--- src/rtl/cb_pkg.sv ---
// Shared sizing helpers and mux track mapping for the parametrised X-channel connection block.
// Pure functions only; evaluated at elaboration time by the blocks that import them.
package cb_pkg;

    function automatic int clog2(input int v);
        int r;
        r = 0;
        while ((1 << r) < v) r++;
        return r;
    endfunction

    // A 2:1 mux still needs one select bit, so the select width never drops to zero.
    function automatic int sel_w(input int mux_size);
        return (clog2(mux_size) < 1) ? 1 : clog2(mux_size);
    endfunction

    function automatic int cfg_bits(input int num_ipin, input int mux_size);
        return num_ipin * sel_w(mux_size);
    endfunction

    function automatic int track_of(input int i, input int m, input int stride, input int chan_w);
        return (i + m * stride) % chan_w;
    endfunction

    function automatic bit params_ok(input int chan_w, input int mux_size);
        return (chan_w >= 1) && (mux_size >= 2) && ((mux_size % 2) == 0)
            && (mux_size <= 2 * chan_w);
    endfunction

endpackage

--- src/rtl/cbx_param_dbuf_if.sv ---
// Routing-side bundle of the connection block: channel tracks in both directions and grid pins.
// The slave modport is the block itself; the master modport is whatever drives the tracks.
interface cbx_param_dbuf_if #(
    parameter int CHAN_W   = 20,
    parameter int NUM_IPIN = 9
);
    logic [CHAN_W-1:0]   chanx_left_in;
    logic [CHAN_W-1:0]   chanx_right_in;
    logic [CHAN_W-1:0]   chanx_left_out;
    logic [CHAN_W-1:0]   chanx_right_out;
    logic [NUM_IPIN-1:0] ipin_out;

    modport master (
        output chanx_left_in,
        output chanx_right_in,
        input  chanx_left_out,
        input  chanx_right_out,
        input  ipin_out
    );

    modport slave (
        input  chanx_left_in,
        input  chanx_right_in,
        output chanx_left_out,
        output chanx_right_out,
        output ipin_out
    );
endinterface

--- src/rtl/cb_cfg_dbuf.sv ---
// Double-buffered config chain: serial shadow register, bit counter, overrun flag, active register.
// Latency: one prog_clk per chain bit; commit lands on the sampling edge. No backpressure.
module cb_cfg_dbuf
    import cb_pkg::*;
#(
    parameter int CFG_BITS = 36
) (
    input  logic                prog_clk,
    input  logic                pReset,
    input  logic                config_enable,
    input  logic                ccff_head,
    input  logic                cfg_commit,
    output logic [CFG_BITS-1:0] act,
    output logic                ccff_tail,
    output logic                cfg_full,
    output logic                cfg_overrun,
    output logic                commit_err
);
    localparam int CNT_W = clog2(CFG_BITS + 1);

    logic [CFG_BITS-1:0] sh_q,  sh_d;
    logic [CFG_BITS-1:0] act_q, act_d;
    logic [CNT_W-1:0]    cnt_q, cnt_d;
    logic                ovr_q, ovr_d;
    logic                err_q, err_d;
    logic                full;
    logic                accept;

    assign full   = (cnt_q == CNT_W'(CFG_BITS));
    assign accept = cfg_commit && full && !ovr_q;

    always_comb begin
        sh_d  = sh_q;
        act_d = act_q;
        cnt_d = cnt_q;
        ovr_d = ovr_q;
        err_d = 1'b0;

        if (config_enable) begin
            sh_d = (sh_q << 1) | CFG_BITS'(ccff_head);
        end

        if (accept) begin
            // The active copy takes the shadow as it stood before this edge's shift.
            act_d = sh_q;
            cnt_d = config_enable ? CNT_W'(1) : '0;
            ovr_d = 1'b0;
        end else begin
            err_d = cfg_commit;
            if (config_enable) begin
                if (full) ovr_d = 1'b1;
                else      cnt_d = cnt_q + CNT_W'(1);
            end
        end
    end

    always_ff @(posedge prog_clk or negedge pReset) begin
        if (!pReset) begin
            sh_q  <= '0;
            act_q <= '0;
            cnt_q <= '0;
            ovr_q <= 1'b0;
            err_q <= 1'b0;
        end else begin
            sh_q  <= sh_d;
            act_q <= act_d;
            cnt_q <= cnt_d;
            ovr_q <= ovr_d;
            err_q <= err_d;
        end
    end

    assign act         = act_q;
    assign ccff_tail   = sh_q[CFG_BITS-1];
    assign cfg_full    = full;
    assign cfg_overrun = ovr_q;
    assign commit_err  = err_q;

endmodule

--- src/rtl/cbx_param_dbuf.sv ---
// X-channel connection block: NUM_IPIN MUX_SIZE:1 track muxes driven by a double-buffered config.
// Latency: data path and pass-through are combinational; config takes effect after commit. No backpressure.
module cbx_param_dbuf
    import cb_pkg::*;
#(
    parameter int CHAN_W       = 20,
    parameter int NUM_IPIN     = 9,
    parameter int MUX_SIZE     = 10,
    parameter int TRACK_STRIDE = 2
) (
    input  logic                   prog_clk,
    input  logic                   pReset,
    input  logic                   config_enable,
    input  logic                   ccff_head,
    input  logic                   cfg_commit,
    output logic                   ccff_tail,
    output logic                   cfg_full,
    output logic                   cfg_overrun,
    output logic                   commit_err,
    cbx_param_dbuf_if.slave        chan
);
    localparam int SEL_W    = sel_w(MUX_SIZE);
    localparam int CFG_BITS = cfg_bits(NUM_IPIN, MUX_SIZE);
    localparam int TW       = (CHAN_W > 1) ? clog2(CHAN_W) : 1;

    if (!params_ok(CHAN_W, MUX_SIZE)) begin : g_bad_params
        $error("cbx_param_dbuf: MUX_SIZE must be even, >= 2 and <= 2*CHAN_W");
    end

    logic [CFG_BITS-1:0] act;
    logic [NUM_IPIN-1:0] ipin;

    cb_cfg_dbuf #(
        .CFG_BITS (CFG_BITS)
    ) u_cfg (
        .prog_clk      (prog_clk),
        .pReset        (pReset),
        .config_enable (config_enable),
        .ccff_head     (ccff_head),
        .cfg_commit    (cfg_commit),
        .act           (act),
        .ccff_tail     (ccff_tail),
        .cfg_full      (cfg_full),
        .cfg_overrun   (cfg_overrun),
        .commit_err    (commit_err)
    );

    for (genvar gi = 0; gi < NUM_IPIN; gi++) begin : g_pin
        logic [SEL_W-1:0] sel;
        logic             pin_val;

        assign sel = act[gi*SEL_W +: SEL_W];

        // Even inputs tap the left track, odd inputs the right track at the same index;
        // any select past the last input falls through to the 0 default.
        always_comb begin
            pin_val = 1'b0;
            for (int m = 0; m < MUX_SIZE / 2; m++) begin
                if (sel == SEL_W'(2 * m))
                    pin_val = chan.chanx_left_in[TW'(track_of(gi, m, TRACK_STRIDE, CHAN_W))];
                if (sel == SEL_W'(2 * m + 1))
                    pin_val = chan.chanx_right_in[TW'(track_of(gi, m, TRACK_STRIDE, CHAN_W))];
            end
        end

        assign ipin[gi] = pin_val;
    end

    assign chan.ipin_out        = ipin;
    assign chan.chanx_left_out  = chan.chanx_right_in;
    assign chan.chanx_right_out = chan.chanx_left_in;

endmodule

--- src/flat_wrapper.sv ---
// flat-port wrapper written by rule: the top's interface ports become plain ports
module cbx_param_dbuf_flat import cb_pkg::*;
#(
    parameter int CHAN_W       = 20,
    parameter int NUM_IPIN     = 9,
    parameter int MUX_SIZE     = 10,
    parameter int TRACK_STRIDE = 2
)
  (prog_clk, pReset, config_enable, ccff_head, cfg_commit, ccff_tail, cfg_full, cfg_overrun, commit_err, chan_chanx_left_in, chan_chanx_right_in, chan_chanx_left_out, chan_chanx_right_out, chan_ipin_out);
  cbx_param_dbuf_if #(.CHAN_W(CHAN_W), .NUM_IPIN(NUM_IPIN)) chan_i ();
  input  logic prog_clk;
  input  logic pReset;
  input  logic config_enable;
  input  logic ccff_head;
  input  logic cfg_commit;
  output logic ccff_tail;
  output logic cfg_full;
  output logic cfg_overrun;
  output logic commit_err;
  input wire logic [$bits(chan_i.chanx_left_in)-1:0] chan_chanx_left_in;
  input wire logic [$bits(chan_i.chanx_right_in)-1:0] chan_chanx_right_in;
  output wire logic [$bits(chan_i.chanx_left_out)-1:0] chan_chanx_left_out;
  output wire logic [$bits(chan_i.chanx_right_out)-1:0] chan_chanx_right_out;
  output wire logic [$bits(chan_i.ipin_out)-1:0] chan_ipin_out;
  assign chan_i.chanx_left_in = chan_chanx_left_in;
  assign chan_i.chanx_right_in = chan_chanx_right_in;
  assign chan_chanx_left_out = chan_i.chanx_left_out;
  assign chan_chanx_right_out = chan_i.chanx_right_out;
  assign chan_ipin_out = chan_i.ipin_out;
  cbx_param_dbuf #(.CHAN_W(CHAN_W), .NUM_IPIN(NUM_IPIN), .MUX_SIZE(MUX_SIZE), .TRACK_STRIDE(TRACK_STRIDE)) u_core (.prog_clk(prog_clk), .pReset(pReset), .config_enable(config_enable), .ccff_head(ccff_head), .cfg_commit(cfg_commit), .ccff_tail(ccff_tail), .cfg_full(cfg_full), .cfg_overrun(cfg_overrun), .commit_err(commit_err), .chan(chan_i));
endmodule
--- config.mk ---
export PLATFORM = sky130hd
export DESIGN_NAME = cbx_param_dbuf_flat
export DESIGN_NICKNAME = d
export VERILOG_FILES = /design/src/rtl/cb_pkg.sv /design/src/rtl/cbx_param_dbuf_if.sv /design/src/rtl/cb_cfg_dbuf.sv /design/src/rtl/cbx_param_dbuf.sv /design/src/flat_wrapper.sv
export SDC_FILE = /design/constraint.sdc
export NUM_CORES = 1
export LEC_CHECK = 0
export ABC_AREA = 1
export CAP_MARGIN = 20
export CELL_PAD_IN_SITES_DETAIL_PLACEMENT = 0
export CELL_PAD_IN_SITES_GLOBAL_PLACEMENT = 1
export CORE_UTILIZATION = 39
export DETAILED_ROUTE_END_ITERATION = 16
export GPL_ROUTABILITY_DRIVEN = 0
export PLACE_DENSITY = 0.86
export SLEW_MARGIN = 20
export SYNTH_ARGS = -nofsm -noshare
export SYNTH_HDL_FRONTEND = slang
export SYNTH_SLANG_ARGS = --single-unit
--- constraint.sdc ---
create_clock -name prog_clk -period 2.55 [get_ports prog_clk]
set_input_delay 0.255 -clock prog_clk [delete_from_list [all_inputs] [get_ports prog_clk]]
set_output_delay 0.255 -clock prog_clk [all_outputs]
set_load 0.01 [all_outputs]
* Word level (Yosys, flattened, before mapping)
Index checks and enable logic that the tools add are counted.
** Storage, ports and cells
- Register bits :: 80
- Bits in latches :: 0
- Bits in writable memories :: 0
- Memories :: 0
- Bits in read-only memories :: 0
- Word-level logic and storage cells :: 204
- Bits of input ports :: 45
** Cells by class
- $mul :: 0
- Div/mod/pow operators :: 0
- Reductions and logical operators :: 16
- Shift-type cells :: 0
- Order comparisons :: 0
- Eq/ne operators :: 83
- Bitwise operators :: 1
- $add $sub $neg :: 1
- Muxes and demuxes :: 98
** Operators with widths (number)
- == test 4 x 3 -> 1 bit, second input constant :: 36
- two-way mux 1 bit :: 95
- == test 4 x 2 -> 1 bit, second input constant :: 18
- == test 4 bit, second input constant :: 18
- == test 4 x 1 -> 1 bit, second input constant :: 9
- zero test 4 bit :: 9
- OR 36 x 1 -> 36 bit :: 1
- two-way mux 6 bit :: 3
- adder 6 x 1 -> 6 bit, second input constant :: 1
- == test 6 bit, second input constant :: 1
- AND reduction 2 bit :: 2
- nonzero test 2 bit :: 2
- logical AND 1 bit :: 2
- != test 2 x 1 -> 1 bit, second input constant :: 1
- zero test 1 bit :: 1

* Longest topological paths before layout
Gate-level depths: netlist (run 1).
- Depth in word-level cells :: 11
- Depth in mapped cells :: 9

* Cells and area by module
From an unflattened synthesis (run 1), not the netlist that was laid out.
** Second synthesis, totals
- Cells, all modules :: 616
- Area, all modules :: 4459.3 sq um
** Modules (own cells, without submodules)
- cb_cfg_dbuf :: instances 1, cells an instance 329, seq. area each 2001.9 sq um, area an instance 3120.5 sq um
- cbx_param_dbuf :: instances 1, cells an instance 287, seq. area each 0.0 sq um, area an instance 1338.8 sq um

* Least setup slack after synthesis (run 1)
Ideal clock, no wire load.
- Kind :: flip-flop to flip-flop
- Start :: register u_core.u_cfg.cnt_q[0]
- End :: register u_core.u_cfg.act_q[12], in the netlist u_core.u_cfg.act[12]
- Setup time :: 0.121 ns
- Cell stages (with the launch flop) :: 10
- Path slack :: 1.083 ns
- Arrival time :: 1.346 ns
- Clock period less this slack :: 1.467 ns
- Cells stage by stage :: dfrtp_1 inv_1 ha_1 nand3_2 nor2_4 nand2_2 buf_6 buf_6 nand2_1 o21ai_1
** On the way
- Word-level cells in the longest chain between the ends :: 3
** Ends and longest elaborated chain
- start, declared :: RTL line cb_cfg_dbuf.sv:23 : logic [CNT_W-1:0] cnt_q, cnt_d;
- start signal, assigned :: RTL line cb_cfg_dbuf.sv:67 : cnt_q <= cnt_d;
- == test 6 bit :: RTL line cb_cfg_dbuf.sv:29 : assign full = (cnt_q == CNT_W'(CFG_BITS));
- net cfg_full :: RTL line flat_wrapper.sv:17 : output logic cfg_full;
- logical AND 1 bit (2 in series) :: RTL line cb_cfg_dbuf.sv:30 : assign accept = cfg_commit && full && !ovr_q;
- end signal, assigned :: RTL line cb_cfg_dbuf.sv:66 : act_q <= act_d;
- end, declared :: RTL line cb_cfg_dbuf.sv:22 : logic [CFG_BITS-1:0] act_q, act_d;
The timed path passes the listed nets, and every way through them passes these cells.
A chain may end at the register's enable or synchronous reset.

* Final worst setup path (run 1)
- Start :: register u_core.u_cfg.act_q[20], in the netlist u_core.u_cfg.act[20]
- End :: output chan_ipin_out[5]
** On the way
- Word-level cells in the longest chain between the ends :: 11
- Elaborated cells on any way between the ends :: 20
- Classes of those cells :: eq/ne (9); mux (10); reduce/logical (1)
** Ends and longest elaborated chain
- zero test 4 bit :: RTL line cbx_param_dbuf.sv:59 : if (sel == SEL_W'(2 * m))
- two-way mux 1 bit :: RTL line cbx_param_dbuf.sv:59
- two-way mux 1 bit :: RTL line cbx_param_dbuf.sv:61 : if (sel == SEL_W'(2 * m + 1))
- two-way mux 1 bit :: RTL line cbx_param_dbuf.sv:59
- two-way mux 1 bit :: RTL line cbx_param_dbuf.sv:61
- two-way mux 1 bit :: RTL line cbx_param_dbuf.sv:59
- two-way mux 1 bit :: RTL line cbx_param_dbuf.sv:61
- two-way mux 1 bit :: RTL line cbx_param_dbuf.sv:59
- two-way mux 1 bit :: RTL line cbx_param_dbuf.sv:61
- two-way mux 1 bit :: RTL line cbx_param_dbuf.sv:59
- two-way mux 1 bit (*) :: RTL line cbx_param_dbuf.sv:61
- end, declared :: RTL line flat_wrapper.sv:24 : output wire logic [$bits(chan_i.ipin_out)-1:0] chan_ipin_out;
Every way passes the cells marked *; elsewhere a longest branch is shown, timed or not.

==> flow_summary.ini, run 1 <==
[sta]
setup_viol = 0
fin_crit_ns = 2.22
final-hold-violation-count = 80
final.setup_skew_ns = 0.00650
fin_crit_sh_pct = 87.1
worst_pin_slew_ns = 0.691
drv_slew = 0
worst_slack_ns = 0.328
holdWs_ns = -0.0382
fmax_ghz = 0.450
tns_ns = 0
slew_headroom_pct = 54.0
rsz0062_at_grt = false

[die]
die_width_um = 108
die_area_um2 = 11700
start_util_pct = 40.3
core_um2 = 10900
ios = 98
placement_rows = 38
die_y_um = 108

[run]
drv_cap = 0

[critical_path]
crit_chain = inv_1 > nand2_1 > nand3_1 > nand3_1 > nand2_1 > nand2_1 > nor2_1 > clkdlybuf4s50_1
critPathKind = reg2out
max_stage_delay_ns = 0.56
start_kind = flip-flop
crit_fanout = 7
r2r_slack_ns = 0.89
r2r-end = u_core.u_cfg.cnt_q[4]$_DFFE_PN0P_
timing.rr.start = u_core.u_cfg.cnt_q[0]$_DFFE_PN0P_
end_kind = primary output
crit_path_frequent_cell = nand2_1
ff2ff_path_depth = 9
worst_ep_arrival_time_ns = 1.97
required_ns = 2.30
crit_slowest_cell = clkdlybuf4s50_1

[route]
ant_nets = 0
wl_per_cell_um = 11.8
drc = 0
drtIter0Drc = 177
vias = 3741
first_pass_iters = 4
via_per_inst = 4.83
drt_wl_total_mm = 9.16

[yosys]
async_reset_ff_share_pct = 100
yosysTopAreaCell = dfrtp_1
syn_avg_cell_area_um2 = 7.35
ys_warn_count = 0
synth-edff-count = 0
synthCells = 600
synth_area_leaders = dfrtp_1 (45%), nand2_1 (16%), o21ai_0 (9.6%)
synth-seq-cells = 80
synthFlopType = dfrtp_1
synth_top_area_share_pct = 45.4
syn_area_um2 = 4410
syn_nets = 647
synth_most_common_cell = nand2_1
synth.distinct_cells = 19
yosysSeqAreaShare_pct = 45.4
synth_common_cells = nand2_1 (186), inv_1 (88), o21ai_0 (85)

[place]
dpl_worst_slack_ns = 0.375
hpwlAfterDp_mm = 6.51
dp.cells = 759
placed_area_um2 = 4960
io_buffers = 81

[layout]
area_growth_pct = 19.4
stdcell_area_um2 = 5260
final_core_util_pct = 48.1
stdcell_count = 775
drive_gt1_share_pct = 3.62
final_nets = 677
num_antenna_cells = 0

[clock_tree]
post_cts_buffers = 0
cts_resized = 0
clkLatencyLatePin_ns = 0.33
numCtsBuffers = 9
cts_tree = built
clk_path_buf_depth = 2
root_buffer = clkbuf_16
ctsHoldBuffers = 0
clock_sinks = 80
cts_htree_levels = 3
clkTransAtPathRegs_ns = 0.06

[outcome]
status = complete, but fails checks
violations = hold timing

[grt]
overflow = 0
grt_pass1_vias = 3515
antenna_found_initial = 0
grt_pass1_wl_mm = 15.6
grt_max_degree = 81
track_usage_pct = 16.6

[pwr]
ir_drop_mv = 0.530
leakage_nw = 2.43
power.density_nw_per_um2 = 615
power.total_mw = 3.24

[min_path]
holdCritPathClass = in2async
[critical path: cells and delay by family (launching register included)]
kind	cells	cell delay (ns)
flip-flops	1	0.46
AND/OR/NAND/NOR	6	0.46
buffers and inverters	2	0.73
[metal layers]
metal	global-route usage, %	up-vias	share of wire [%]	routed length [um]
li1	-	1893	-	-
met1	21.4	1774	45	4160
met2	28.1	65	50	4610
met3	3.38	9	3.2	292
met4	5.21	0	1.1	99
met5	0	-	0	0
[state kept, by name (all words and copies together) (netlist names)]
signal                    flops
u_core.u_cfg.sh_q            36
u_core.u_cfg.cfg_overrun      1
u_core.u_cfg.act             36
u_core.u_cfg.commit_err       1
u_core.u_cfg.cnt_q            6
[layout by cell type (no fill, tap or decap), drive strengths merged]
cell type      count
o21bai             1
nand4              8
nand2            187
clkinvlp           1
clkinv             3
xor2               3
ha                 2
dfrtp             80
buf                5
bufinv             1
inv               88
clkdlybuf4s50     79
a21oi              2
clkbuf            11
nor2              23
nand3             46
o21ai             95
[cell type report]
class	instances	area, um2
fillers	1088	5670
well taps	140	175
clock inverters	5	56.3
multi-input cells	367	1630
repair buffers	84	830
flip-flops and latches	80	2000
inverters	88	330
clock buffers	11	243
[report_power, final]
group	internal, mW	switching (mW)	total, mW
clock	0.783	0.482	1.26
combinational	0.220	0.268	0.488
sequential	1.40	0.0839	1.48
total	2.40	0.833	3.24
[cells by family after synthesis]
| kind of cell | Yosys count | synth area share [%] |
|---|---|---|
| AO/OA/AOI/OAI | 98 | 11.2 |
| XOR/XNOR | 3 | 0.596 |
| adder cells (fa/ha/maj) | 2 | 0.567 |
| buffers and inverters | 153 | 17.7 |
| flip-flops | 80 | 45.4 |
| AND/OR/NAND/NOR | 264 | 24.6 |
[worst max path at each step]
stage | startpoint | to | slack [ns] | cells after the start
6_report | u_core.u_cfg.act[20]$_DFFE_PN0P_ | chan_ipin_out[5] | 0.33 | 8
5_1_grt | u_core.u_cfg.act[8]$_DFFE_PN0P_ | chan_ipin_out[2] | 0.19 | 6
4_1_cts | u_core.u_cfg.act[20]$_DFFE_PN0P_ | chan_ipin_out[5] | 0.32 | 8
3_5_place_dp | chan_chanx_right_in[8] | chan_ipin_out[2] | 0.38 | 8
3_3_place_gp | chan_chanx_right_in[7] | chan_ipin_out[5] | 0.42 | 8
2_1_floorplan | u_core.u_cfg.cnt_q[0]$_DFFE_PN0P_ | u_core.u_cfg.act[12]$_DFFE_PN0P_ | 1.08 | 9
Note: power is estimated with default switching activity, not from simulation.
==> run 2, diff against run 1 <==
HOLD_SLACK_MARGIN = 0.1   (was not set)
SKIP_LAST_GASP = 1   (was not set)
==> run 2 against run 1 <==
Effect of this change: the run now ends clean; core utilization increased by 0.091 points; count of clock-buffer cells in the layout did not move; critical path depth stayed put; sequential power about the same; combinational power about the same; die area unchanged; register-to-register slack hardly changed; largest cell class unchanged; largest power group unchanged.
==> flow_summary.ini, run 2 (same netlist as run 1, synthesis figures left out) <==
[outcome]
status = complete, no violations

[sta]
fmax_ghz = 0.451
setup_viol = 0
drv_slew = 0
final-hold-violation-count = 0
fin_crit_ns = 2.22
worst_pin_slew_ns = 0.690
holdWs_ns = 0.430
slew_headroom_pct = 54.0
final.setup_skew_ns = 0.00546
rsz0062_at_grt = false
tns_ns = 0
fin_crit_sh_pct = 87.0

[critical_path]
end_kind = primary output
endpoint = chan_ipin_out[5]
r2r_slack_ns = 0.90
r2r-end = u_core.u_cfg.cnt_q[4]$_DFFE_PN0P_
crit_fanout = 7
start_kind = flip-flop
timing.rr.start = u_core.u_cfg.cnt_q[0]$_DFFE_PN0P_
worst_ep_arrival_time_ns = 1.96
critPathKind = reg2out
worstSetupStartpoint = u_core.u_cfg.act[20]$_DFFE_PN0P_
required_ns = 2.30
ff2ff_path_depth = 9

[clock_tree]
cts_htree_levels = 3
clkLatencyLatePin_ns = 0.33
clock_sinks = 80
cts_tree = built
clk_path_buf_depth = 2
root_buffer = clkbuf_16
numCtsBuffers = 9
clkTransAtPathRegs_ns = 0.06
post_cts_buffers = 0

[layout]
stdcell_count = 776
drive_gt1_share_pct = 3.62
final_core_util_pct = 48.2
final_nets = 678
num_antenna_cells = 0
fillers = 1087
final_common_cell = nand2_1
area_growth_pct = 19.6
final_cell_mix = nand2_1 (186), inv_1 (88), o21ai_0 (85), dfrtp_1 (80), clkdlybuf4s50_1 (79)

[pwr]
ir_drop_mv = 0.530
leakage_nw = 2.43
power.density_nw_per_um2 = 614
seq_power_share_pct = 45.8
netSwitchingPower_mw = 0.834
pwr-share-comb_pct = 15.1
p_int_mw = 2.40
pwr-share-clk_pct = 39.1
switching_share_pct = 25.8

[place]
dp.cells = 759
io_buffers = 81
hpwlAfterDp_mm = 6.51

[die]
ios = 98
die_y_um = 108
start_util_pct = 40.3
core_um2 = 10900
die_width_um = 108
placement_rows = 38
die_area_um2 = 11700

[route]
drc = 0
ant_nets = 0
drt_wl_total_mm = 9.15
via_per_inst = 4.79
wl_per_cell_um = 11.8
drtIter0Drc = 186
first_pass_iters = 5
vias = 3718

[grt]
antenna_found_initial = 0
overflow = 0
grt_pass1_vias = 3515
track_usage_pct = 16.6
grt_pass1_wl_mm = 15.6
grt_max_degree = 81

[min_path]
holdCritPathClass = in2reg

[run]
drv_cap = 0
[run 2: cell types whose count changed in the layout (fill, tap and decap cells not counted)]
cell	delta
dlygate4sd3_1	+1
[run 2: how the worst min path moves through the flow]
stage	cells after the start	start	to	slack (ns)
6_report	3	config_enable	u_core.u_cfg.sh_q[30]$_DFFE_PN0P_	0.43
2_1_floorplan	0	pReset	u_core.u_cfg.act[0]$_DFFE_PN0P_	-0.04
3_5_place_dp	2	u_core.u_cfg.sh_q[0]$_DFFE_PN0P_	u_core.u_cfg.sh_q[1]$_DFFE_PN0P_	0.47
3_3_place_gp	2	u_core.u_cfg.sh_q[0]$_DFFE_PN0P_	u_core.u_cfg.sh_q[1]$_DFFE_PN0P_	0.47
5_1_grt	3	config_enable	u_core.u_cfg.sh_q[26]$_DFFE_PN0P_	0.47
4_1_cts	1	pReset	u_core.u_cfg.commit_err$_DFF_PN0_	0.13
[run 2: final cells by class]
type | instances | area, um2 | share of cell area, %
sequential | 80 | 2000 | 38.0
inverter | 88 | 330 | 6.26
clock inverter | 5 | 56.3 | 1.07
multi-input combinational | 367 | 1630 | 30.9
tap | 140 | 175 | 3.32
timing repair buffer | 85 | 840 | 15.9
clock buffer | 11 | 243 | 4.60
[run 2: power groups by stage]
| stage | Combinational, mW | Sequential [mW] | Clock (mW) |
|---|---|---|---|
| CTS | 0.498 | 1.48 | 1.30 |
| global placement | 0.485 | 1.50 | 0 |
| global route | 0.564 | 1.50 | 1.35 |
| floorplan | 0.326 | 1.49 | 0 |
| finish | 0.489 | 1.48 | 1.26 |
| detailed placement | 0.497 | 1.50 | 0 |
[run 2: worst max-delay path, stage by stage (launching register included)]
cell and delay [ns]:
dfrtp_1 0.45, inv_1 0.17, nand2_1 0.07, nand3_1 0.08
nand3_1 0.08, nand2_1 0.06, nand2_1 0.05, nor2_1 0.12
clkdlybuf4s50_1 0.56
[run 2: per-layer routing]
metal	wire length [um]	GRT usage, %
met1	4140	21.4
met2	4620	28.1
met3	300	3.38
met4	93	5.21
met5	0	0
[run 2: repair_timing]
item	in CTS	in global routing
resized for setup	0	0
hold buffers	0	1
endpoints found under the hold margin	0	80
[run 2: metrics by stage]
step | instance area (um2) | setup WS [ns] | power [mW]
2_1_floorplan | 4410 | 1.08 | 1.81
3_3_place_gp | 4960 | 0.418 | 1.98
3_5_place_dp | 4960 | 0.375 | 2.00
4_1_cts | 5260 | 0.318 | 3.28
5_1_grt | 5270 | 0.194 | 3.42
6_report | 5270 | 0.331 | 3.24
==> run 3, diff against run 2 <==
CELL_PAD_IN_SITES_DETAIL_PLACEMENT = not set   (was 0)
CELL_PAD_IN_SITES_GLOBAL_PLACEMENT = not set   (was 1)
CORE_UTILIZATION = 55   (was 39)
PLACE_DENSITY = not set   (was 0.86)
PLACE_DENSITY_LB_ADDON = 0.2   (was not set)
==> run 3 against run 2 <==
Effect of this change: first-iteration DRC count grew 33%; via count shrank 0.13%; register-to-register slack lost 0.04 ns; highest routed layer unchanged.
==> flow_summary.ini, run 3 (same netlist as run 1, synthesis figures left out) <==
[outcome]
status = complete, no violations

[sta]
slew_headroom_pct = 63.7
worst_slack_ns = 0.303
fmax_ghz = 0.445
fin_crit_ns = 2.25
fin_crit_sh_pct = 88.1
tns_ns = 0
setup_viol = 0
worst_pin_slew_ns = 0.544
final-hold-violation-count = 0
rsz0062_at_grt = false
final.setup_skew_ns = 0.00769
drv_slew = 0

[layout]
stdcell_area_um2 = 5150
drive_gt1_share_pct = 3.77
stdcell_count = 738
area_growth_pct = 16.8
fillers = 637
final_cell_mix = nand2_1 (186), inv_1 (88), o21ai_0 (85), dfrtp_1 (80), clkdlybuf4s50_1 (79)
num_antenna_cells = 0
final_common_cell = nand2_1
final_nets = 678

[pwr]
p_int_mw = 2.05
netSwitchingPower_mw = 0.801
power.total_mw = 2.85
seq_power_share_pct = 51.9
switching_share_pct = 28.1
power.density_nw_per_um2 = 554
pwr-share-comb_pct = 17.3
leakage_nw = 2.39
pwr-share-clk_pct = 30.8
ir_drop_mv = 0.515

[clock_tree]
clock_sinks = 80
cts_htree_levels = 3
clkTransAtPathRegs_ns = 0.08
root_buffer = clkbuf_8
clk_path_buf_depth = 2
cts_tree = built
clkLatencyLatePin_ns = 0.35
numCtsBuffers = 9

[route]
via_per_inst = 5.03
first_pass_iters = 4
wl_per_cell_um = 12.2
drt_wl_total_mm = 9.00
drc = 0
ant_nets = 0
vias = 3713
drtIter0Drc = 247

[critical_path]
crit_slowest_cell = clkdlybuf4s50_1
crit_chain = inv_1 > nand2_1 > nand3_1 > nand3_1 > nand2_1 > nand2_1 > nor2_1 > clkdlybuf4s50_1
worst-path-buf-inv = 2
crit_fanout = 7
end_kind = primary output
path_delay_family = buffers and inverters
start_kind = flip-flop
max_stage_delay_ns = 0.55
critPathKind = reg2out
worst_ep_arrival_time_ns = 1.99
crit_path_frequent_cell = nand2_1
required_ns = 2.30

[die]
ios = 98
core_um2 = 7730
start_util_pct = 57.1
placement_rows = 32
die_y_um = 91.5
die_area_um2 = 8380
die_width_um = 91.5

[place]
io_buffers = 81
hpwlAfterDp_mm = 6.44
placed_area_um2 = 4920
dp.cells = 720
dpl_worst_slack_ns = 0.422

[grt]
grt_pass1_vias = 3650
track_usage_pct = 23.3
grt_max_degree = 81
antenna_found_initial = 0
grt_pass1_wl_mm = 15.7
overflow = 0

[run]
drv_cap = 0

[min_path]
holdCritPathClass = in2reg
## run 3: changes by cell type in the layout (fill, tap and decap cells not counted), sizes merged
| cell | before | now |
|---|---|---|
| clkinvlp | 1 | 3 |
| bufinv | 1 | 0 |
| clkbuf | 11 | 12 |
| clkinv | 3 | 1 |
## run 3: layout make-up
class	instances	area (um2)	share of cell area, %
timing repair buffer	85	868	16.9
multi-input combinational	367	1630	31.6
clock buffer	12	165	3.21
sequential	80	2000	38.9
clock inverter	4	27.5	0.535
inverter	88	330	6.42
tap	102	128	2.48
## run 3: per-layer routing
metal  up-vias  wire, um  global-route usage (%)
met5         -         0                       0
met4         0       115                    7.80
met2        68      4490                    40.6
li1       1890         -                       -
met3        14       343                    5.61
met1      1741      4040                    28.2
## run 3: repair_timing
action | 4_1_cts | 5_1_grt
hold endpoints to repair | 24 | 0
hold buffers | 1 | 0
setup buffers | 0 | 0
resized for setup | 0 | 0
## run 3: power groups by stage
stage	Sequential, mW	Clock [mW]	Combinational (mW)
floorplan	1.49	0	0.326
global placement	1.50	0	0.477
detailed placement	1.50	0	0.492
CTS	1.48	0.898	0.496
global route	1.50	0.953	0.569
finish	1.48	0.879	0.493
## run 3: tightest hold or removal path, delay by kind of cell
| kind | cells | cell delay [ns] |
|---|---|---|
| buffers and inverters | 1 | 0.16 |
| and+or+nand+nor | 2 | 0.13 |
## run 3: worst paths after layout
check	end	from	depth (start not counted)	slack (ns)
max reg2reg	u_core.u_cfg.cnt_q[4]$_DFFE_PN0P_	u_core.u_cfg.cnt_q[0]$_DFFE_PN0P_	8	0.86
max	chan_ipin_out[2]	u_core.u_cfg.act[8]$_DFFE_PN0P_	8	0.30
min	u_core.u_cfg.cfg_overrun$_DFFE_PN0P_	config_enable	3	0.24
max in group asynchronous	u_core.u_cfg.act[23]$_DFFE_PN0P_	pReset	3	1.66
min in group asynchronous	u_core.u_cfg.act[2]$_DFFE_PN0P_	pReset	2	0.32
min reg2reg	u_core.u_cfg.sh_q[1]$_DFFE_PN0P_	u_core.u_cfg.sh_q[0]$_DFFE_PN0P_	2	0.48
## run 3: metrics by stage
stage / hold slack (ns) / util (%)
2_1_floorplan: -0.0406 / -
3_3_place_gp: 0.460 / 63.6
3_5_place_dp: 0.470 / 63.6
4_1_cts: 0.231 / 66.3
5_1_grt: 0.272 / 66.6
6_report: 0.240 / 66.6
